==> config.mk <==
export PLATFORM = sky130hd
export DESIGN_NAME = squarer_seq_ctrl_8bit
export DESIGN_NICKNAME = d
export VERILOG_FILES = /design/src/rtl/squarer_seq_ctrl_8bit.sv
export SDC_FILE = /design/constraint.sdc
export NUM_CORES = 1
export LEC_CHECK = 0
export BUFFER_PORTS_ARGS = -buffer_cell sky130_fd_sc_hd__buf_2
export CAP_MARGIN = 40
export CORE_UTILIZATION = 60
export DETAILED_ROUTE_END_ITERATION = 8
export PLACE_DENSITY = 0.89
export SYNTH_ARGS = -nofsm -noshare
export SYNTH_HDL_FRONTEND = slang
export SYNTH_SLANG_ARGS = --single-unit
==> constraint.sdc <==
create_clock -name clk -period 10.21 [get_ports clk]
set_input_delay 2.042 -clock clk [delete_from_list [all_inputs] [get_ports clk]]
set_output_delay 2.042 -clock clk [all_outputs]
set_load 0.1 [all_outputs]
==> src/rtl/squarer_seq_ctrl_8bit.sv <==
// squarer_seq_ctrl_8bit: sequential squarer, one partial-product row per clock, valid/ready on both sides
module squarer_seq_ctrl_8bit #(
   parameter int WIDTH = 8
) (
   input  logic               clk,
   input  logic               rst,
   input  logic               in_valid,
   output logic               in_ready,
   input  logic [WIDTH-1:0]   in_a,
   output logic               out_valid,
   input  logic               out_ready,
   output logic [2*WIDTH-1:0] out_sq,
   output logic               busy,
   output logic [2:0]         row_idx,
   output logic [15:0]        done_count
);
   localparam int AW = 2 * WIDTH;
   typedef enum logic [1:0] {IDLE, ACCUM, DONE} state_t;
   state_t            state, nxt;
   logic [WIDTH-1:0]  op_reg;
   logic [AW-1:0]     acc;
   logic [2:0]        row;
   logic              last_row;
   logic [WIDTH-1:0]  low_bits;
   logic [AW-1:0]     term;
   assign last_row  = row == 3'(WIDTH - 1);
   assign low_bits  = op_reg & ((WIDTH'(1) << row) - WIDTH'(1));
   assign term      = op_reg[row] ? ((AW'(1) << {row, 1'b0}) + (AW'(low_bits) << ({1'b0, row} + 4'd1))) : '0;
   assign in_ready  = state == IDLE;
   assign out_valid = state == DONE;
   assign busy      = state != IDLE;
   assign row_idx   = state == ACCUM ? row : 3'd0;
   assign out_sq    = acc;
   // next-state decode: accept in IDLE, sweep rows in ACCUM, wait for consumer in DONE
   always_comb begin
      nxt = state;
      case (state)
         IDLE:    nxt = in_valid ? ACCUM : IDLE;
         ACCUM:   nxt = last_row ? DONE : ACCUM;
         DONE:    nxt = out_ready ? IDLE : DONE;
         default: nxt = IDLE;
      endcase
   end
   // state, operand capture, row accumulation and handshake counting
   always_ff @(posedge clk) begin
      if (rst) begin
         state      <= IDLE;
         op_reg     <= '0;
         acc        <= '0;
         row        <= '0;
         done_count <= '0;
      end else begin
         state <= nxt;
         if (state == IDLE && in_valid) begin
            op_reg <= in_a;
            acc    <= '0;
            row    <= '0;
         end
         if (state == ACCUM) begin
            acc <= acc + term;
            row <= last_row ? 3'd0 : row + 3'd1;
         end
         if (state == DONE && out_ready) done_count <= done_count + 16'd1;
      end
   end
endmodule

==> results.md, run 1 <==
- The hold buffer count at cts is 0.
- Summing the areas of all compound-gate instances in the mapped netlist gives 23.5% of the synthesized area.
- The area growth from synthesis to layout is 8.63%.
- The startpoint identified for the worst hold timing path is op_reg[1].
- The adder and majority gate portion of the synthesized area is 10.1%.
- Walking the worst path, the cells encountered are inv_1 > ha_1 > inv_1 > a31oi_1 > o21bai_1 > o21ai_0 > nand2_1 > o21ai_0 > ha_1 > inv_1 > or4_1 > a221oi_2 > nor4_1 > or2_2 > xnor2_1 > nor2_1 > ha_1 > nand2_1 > o31ai_1 > a31oi_1 > and3_1 > a221oi_1 > a31oi_1 > nand3b_1.
- In this run the power density over the cells is between 90 and 100 nW/um2.
- The synthesized netlist devotes between 8 and 9% of its cell area to XOR and XNOR gates.
- Entering global routing, the biggest net connects 50 pins.
- The number of diodes added for antenna fixing is 0.
- The number of distinct library cell variants in the gate-level netlist after synthesis is 73.
- The final cell utilization of the core is 67.9%.
- The worst hold-check slack is 0.473 ns.
- The commonest non-fill, non-tap cell in the layout is nor2_1.
- The flow ran to the end, and the final reports show no timing, DRC or antenna violations.
- The longest clock path from root to sink contains 2 buffers.
- The final design area excluding fillers is 4360 um2.
- During synthesis, Yosys emitted a total of 0 warnings.
- 50 I/O pins were placed.
- The total power after layout is 0.407 mW.
- The number of global-route vias before repair came to 3791.
- The initial antenna violation count is 0.
- The worst setup path is captured at a register.
- After synthesis, the share of flip-flops with an asynchronous set or reset is 0%.
- The detailed-route wire length is 10500 um.
- The via count normalized by instance count is 6.47.
- The number of pins exceeding their max-slew limit in the final report came to 0.
- The congestion estimate from routability-driven global placement came to 0.956.
- The average instance area after synthesis is 7.61 um2.
- The first-pass GRT wire length is 17600 um.
- Setup repair after global routing left no endpoint under its margin.
- At the worst endpoint, the arrival time is about 6.8 ns.
- Before CTS, the worst setup slack after placement is 3.82 ns.
- The number of violations reported at the end of detailed-routing iteration 0 is 460.
- The worst setup path is of the reg2reg kind.
- In this run the vertical extent of the chip is about 84 um.
- The total area inside the core boundary comes to 6420 um2.
- The launch point of the worst reg-to-reg path is row[1].
- Summed over all cells, the static leakage comes to 1.84 nW.
- The cell class contributing the biggest share of worst-path delay is compound AO/OA/AOI/OAI gates.
- The share of post-route cells with drive strength above 1 is 15.6%.
- The most used flip-flop cell after synthesis is dfxtp_1.
- Setup violations remaining at the end of the flow were counted as 0.
- The largest fanout on the critical path is 15.
- For the worst-skew pair, the clock arrives at the later sink with an insertion delay of 0.30 ns.
- The number of nets produced by synthesis is 570.
- The share of the synthesized area in the top cell type is 22.4%.
- The detailed router placed 4116 vias in this run.
- The worst hold path belongs to the class reg2reg.
- Between clock sinks in the finished design, the worst skew comes to around 0.0067 ns.
- The worst hold path passes through 2 cells.
- Yosys mapped a number of flops with a built-in enable equal to 0.
- After clock tree synthesis, the repair step resized 0 gates.
- The kind of launch point of the worst setup path is a register.
- The max capacitance violation total is 0.
- The register-to-register path setup slack is 3.61 ns.
- The multiplexer share of the synthesized area is 2.40%.
- The detailed-router iteration count before antenna repair is 5.
- In the layout the commonest cells are 61 x nor2_1, 55 x nand2_1, 49 x buf_2.
- The final net count is 600.
- Together, buffers and inverters on the worst path number 3.
- IR analysis of the VDD net gives a maximum drop of 0.0975 mV.
- Tracing the worst setup path back leads to its startpoint at row[1].
- The total routing resource utilization after global routing is 30.3%.
- The post-route non-filler standard cell count is 636.
- The number of standard cells after synthesis is 528.
- The worst slew slack as a fraction of its limit is 37.4%.
- The remaining routing DRC violations is 0.
- The clock root buffer is clkbuf_8.
- For the worst flop-to-flop path, the logic depth is 24.
- The share of the clock period used by the worst path after layout is 64.6%.
- The initial core utilization is 62.5%.
- The number of buffers inserted during clock tree synthesis is 5.
- Input and output buffers added on the ports amount to 49.
- Data on the critical path is required at its endpoint by 10.40 ns.
- The residual overflow from global routing is 0.
- After detailed routing, the average wire length per cell comes to 16.4 um.
- The worst path meets setup with 3.61 ns of slack.
- The TritonCTS sink count is 45.
- Based on the critical path, the design can be clocked at up to 152 MHz.
- The number of stages on the worst setup path is 24.
- Once placement finished, the instance area stood at ~4300 um2.
- Among all stages on the critical path, the largest delay is contributed by ha_1.
- The H-tree generated during clock tree synthesis spans 2 levels.
- Clock-pin slew was measured on the worst setup and hold paths at 0.09 ns.
- The number of hold violations in the final report is 0.
- The synthesized cell area is 4020 um2.
- The post-synthesis sequential element count is 45.
- The worst stage delay on the critical path is 0.63 ns.
- The detail route stage leaves a number of antenna-violating nets equal to 0.
- The number of instances in the placed design is 628.
- The measured slew at the worst slew-check pin is about 0.94 ns.
- Yosys attributes the largest share of cell area to dfxtp_1 22%, ha_1 9.0%, nor2_1 5.7%, nand2_1 5.1%, a21oi_1 4.7%.
- For this run, the register share of the synthesized area comes to 22.4%.
- The number of standard-cell rows in the floorplan is 29.
- The total of fill cells in the finished design is 499.
- After layout, the minimum clock period comes to between 6 and 7 ns.
- By area, the combinational part of the netlist is dominated by simple AND/OR/NAND/NOR gates.
- The setup fix buffers added after clock tree synthesis is 0.
- The area share of and/or/nand/nor cells after synthesis is 27.9%.
- The detailed placement HPWL is 7710 um.
- The cell type with the largest total area after synthesis is dfxtp_1.
- The die is about 84 um wide.
- The die covers between 7000 and 8000 um2.
- The TritonCTS clock tree is built.
- Summed over all failing endpoints, the final setup total negative slack is 0 ns.
[cell usage after synthesis, types with 6 or more instances]
| library cell | n |
|---|---|
| a21o_1 | 6 |
| a21oi_1 | 38 |
| a31oi_1 | 12 |
| and3_1 | 7 |
| clkbuf_1 | 21 |
| dfxtp_1 | 45 |
| ha_1 | 29 |
| inv_1 | 20 |
| nand2_1 | 55 |
| nand2b_1 | 6 |
| nand3_1 | 28 |
| nand4_1 | 8 |
| nor2_1 | 61 |
| nor2b_1 | 10 |
| nor3_1 | 10 |
| o21ai_0 | 16 |
| o22ai_1 | 7 |
| xnor2_1 | 19 |
| xor2_1 | 20 |
[per-layer routing]
layer,global-route usage [%],part of all wire [%],vias up
met1,40.0,44,1910
met2,50.7,46,220
met4,10.0,1.6,0
li1,-,-,1964
met3,4.35,8.8,22
met5,0,0,-
[final cells by class]
type / count / area, um2 / area share (%)
Clock inverter: 2 / 38.8 / 0.889
Timing Repair Buffer: 52 / 268 / 6.14
Inverter: 22 / 82.6 / 1.89
Sequential cell: 45 / 901 / 20.6
Multi-Input combinational cell: 432 / 2900 / 66.6
Tap cell: 77 / 96.3 / 2.21
Clock buffer: 6 / 72.6 / 1.66
[where the power goes]
group          switching (mW)  internal [mW]
combinational          0.0607         0.0256
clock                  0.0649         0.0736
sequential            0.00345          0.178
[worst min-delay path, cell delays in order (launching register included)]
cell and delay, ns:
dfxtp_1 0.33, nand2_1 0.05, a21oi_1 0.05
[logic make-up after synthesis]
| family | Yosys count |
|---|---|
| fa+ha+maj | 32 |
| mux | 7 |
| simple gates | 224 |
| xor+xnor | 39 |
| compound gates | 130 |
| buf+inv | 51 |
| flops | 45 |
[path summary, 6_finish.rpt]
check                    end
setup reg to reg  out_sq[15]
hold / removal     op_reg[1]
hold reg to reg    op_reg[1]
setup / recovery  out_sq[15]
(Power assumes the default switching activity.)
==> run 2, diff against run 1 <==
--- a/config.mk
+++ b/config.mk
@@ -7,9 +7,9 @@
 export LEC_CHECK = 0
 export BUFFER_PORTS_ARGS = -buffer_cell sky130_fd_sc_hd__buf_2
 export CAP_MARGIN = 40
-export CORE_UTILIZATION = 60
+export CORE_UTILIZATION = 54
 export DETAILED_ROUTE_END_ITERATION = 8
-export PLACE_DENSITY = 0.89
+export PLACE_DENSITY = 0.85
 export SYNTH_ARGS = -nofsm -noshare
 export SYNTH_HDL_FRONTEND = slang
 export SYNTH_SLANG_ARGS = --single-unit
==> constraint.sdc (replaced) <==
create_clock -name clk -period 5.9 [get_ports clk]
set_input_delay 1.18 -clock clk [delete_from_list [all_inputs] [get_ports clk]]
set_output_delay 1.18 -clock clk [all_outputs]
set_load 0.1 [all_outputs]
==> results.md, run 2 (same netlist as run 1, synthesis figures left out) <==
- The final net count was 622 (was 600).
- The routability congestion estimate was 0.935 (was 0.956).
- The number of pins exceeding their max-slew limit in the final report is 0 (unchanged).
- The number of global-route vias before repair is 3771 (was 3791).
- The core region area was 7210 um2 (was 6420 um2).
- The commonest non-fill, non-tap cell in the layout is nor2_1 (unchanged).
- The remaining number of nets flagged by the antenna check after routing was 0 (unchanged).
- The pin count of the biggest net entering global routing came to 50 (unchanged).
- The measured slew at the worst slew-check pin was 1.00 ns (was 0.938 ns).
- The H-tree depth reported by CTS was 2 (unchanged).
- The latest clock arrival within the worst-skew pair is 0.32 ns (was 0.30 ns).
- The power per unit of standard cell area is 156 nW/um2 (was 93.2 nW/um2).
- The clock root buffer is clkbuf_8 (unchanged).
- The minimum clock period came to 5.73 ns (was 6.60 ns).
- The cell with the largest stage delay on the worst path is or4_4 (was ha_1).
- The residual overflow from global routing is 0 (unchanged).
- The first-pass GRT wire length is 17700 um (was 17600 um).
- The static leakage is 1.99 nW (was 1.84 nW).
- The worst-case clock buffer depth is 2 (unchanged).
- The total routing resource utilization after global routing is 28.9% (was 30.3%).
- The largest fanout on the critical path was 11 (was 15).
- The number of top-level pins came to 50 (unchanged).
- The final design area excluding fillers is 4760 um2 (was 4360 um2).
- The kind of launch point of the worst setup path is a register (unchanged).
- The detailed-route wire length was 11900 um (was 10500 um).
- The TritonCTS sink count came to 45 (unchanged).
- The number of hold violations in the final report came to 0 (unchanged).
- The vertical die dimension was 88.2 um (was 83.8 um).
- The number of violations reported at the end of detailed-routing iteration 0 is 501 (was 460).
- The clock slew seen by the registers of the worst setup and hold paths was 0.09 ns (about the same).
- The first element of the critical path is row[0] (was row[1]).
- The category of the worst setup path capture point is a register (unchanged).
- The total cell area at the placement stage came to 4380 um2 (was 4250 um2).
- The number of buffers inserted during clock tree synthesis was 5 (unchanged).
- The number of input and output port buffers inserted is 49 (unchanged).
- The max capacitance violation total is 0 (unchanged).
- The total of endpoints with negative setup slack in the final report is 0 (unchanged).
- The number of standard-cell rows in the floorplan was 31 (was 29).
- Status: finished, final reports clean (unchanged).
- The detailed placement HPWL is 8110 um (was 7710 um).
- The largest vdd supply drop came to 0.139 mV (was 0.0975 mV).
- The worst slew slack as a fraction of its limit is 33.3% (was 37.4%).
- The area of the die is 7790 um2 (was 7020 um2).
- The start point of the worst min-delay path is op_reg[3] (was op_reg[1]).
- The initial antenna violation count is 0 (unchanged).
- The detailed-router iteration count before antenna repair is 7 (was 5).
- The total of fill cells in the finished design is 590 (was 499).
- The achievable frequency is 174 MHz (was 152 MHz).
- The arrival time reported for the critical path endpoint is 5.94 ns (was 6.79 ns).
- The mean routed wirelength per cell was 17.5 um (was 16.4 um).
- The start-to-end type of the worst setup path is reg2reg (unchanged).
- The required arrival time at the worst endpoint came to 6.11 ns (was 10.40 ns).
- The number of diodes added for antenna fixing is 0 (unchanged).
- The width of the chip was 88.2 um (was 83.8 um).
- The TritonCTS clock tree is built (unchanged).
- The classification of the worst-slack hold path was reg2reg (unchanged).
- The share of the clock period used by the worst path after layout is 97.2% (was 64.6%).
- The signed area change from the synthesized netlist to the final layout is 18.4% (was 8.63%).
- The initial core utilization is 55.7% (was 62.5%).
- The remaining routing DRC violations came to 0 (unchanged).
- The worst stage delay on the critical path is 0.58 ns (was 0.63 ns).
- Most used cells in the layout excluding fill and tap cells: 61 x nor2_1, 55 x nand2_1, 50 x buf_2 (was 61 x nor2_1, 55 x nand2_1, 49 x buf_2).
- The maximum clock skew at final layout is 0.00866 ns (was 0.00674 ns).
- The launch point of the worst reg-to-reg path is row[0] (was row[1]).
- The sum of negative setup slack is 0 ns (unchanged).
- The via count normalized by instance count is 6.33 (was 6.47).
- The total vias in the final route is 4307 (was 4116).
- The share of post-route cells with drive strength above 1 is 23.1% (was 15.6%).
[run 2: cell types whose count changed in the layout (fill, tap and decap cells not counted), moves of 2 or more]
cell | before | now
buf_4 | 3 | 24
ha_1 | 29 | 25
ha_4 | 0 | 4
o21ai_0 | 16 | 13
dfxtp_1 | 45 | 43
inv_1 | 20 | 18
inv_2 | 1 | 3
nor3_1 | 10 | 8
o21ai_1 | 0 | 2
xor2_1 | 20 | 18
xor2_2 | 0 | 2
[run 2: repair_timing]
item                       in CTS  in global routing
hold buffers                    0                  0
setup endpoints to repair       1                  1
pin swaps                       0                 13
resized for setup               7                 33
setup buffers                   0                  9
[run 2: worst paths after layout]
path / endpoint / slack [ns] / cells past startpoint
setup / recovery: out_sq[15] / 0.17 / 27
hold reg to reg: op_reg[3] / 0.48 / 2
hold / removal: op_reg[3] / 0.48 / 2
setup reg to reg: out_sq[15] / 0.17 / 27
[run 2: metal layers]
layer  global-route usage (%)  routed length (um)  vias to the layer above  part of all wire, %
met3                     4.01                1100                       43                  9.2
met5                        0                   0                        -                    0
met4                     13.6                 465                        0                  3.9
met1                     37.7                4930                     1997                   41
met2                     47.1                5440                      260                   46
li1                         -                   -                     2007                    -
[run 2: report_power, final]
part | switching (mW) | internal (mW) | total (mW)
Combinational | 0.116 | 0.0573 | 0.173
Clock | 0.123 | 0.129 | 0.252
Sequential | 0.00656 | 0.309 | 0.315
[run 2: layout make-up]
class	count	area [um2]	share of cell area, %
tap	99	124	2.60
timing repair buffer	74	430	9.05
multi-input combinational	432	3100	65.1
clock inverter	3	48.8	1.03
clock buffer	5	68.8	1.45
inverter	22	82.6	1.74
sequential	45	906	19.0
[run 2: per-stage QoR]
stage,setup slack [ns],utilization (%),instances,hold WS (ns),power [mW]
2_1_floorplan,0.299,-,528,0.445,0.437
3_3_place_gp,0.101,60.7,663,0.464,0.469
3_5_place_dp,-0.143,60.7,663,0.468,0.472
4_1_cts,0.0228,62.6,671,0.481,0.720
5_1_grt,-0.0635,65.9,680,0.502,0.766
6_report,0.166,65.9,680,0.482,0.740
[run 2: worst max-delay path: cells and delay by family, from the launching register on]
family,cells,cell delay (ns)
AOI/OAI and AO/OA,9,1.99
xor gates and xnor gates,1,0.14
adders and majority gates,3,0.75
buffers and inverters,2,0.26
DFF,1,0.35
and+or+nand+nor,12,2.12
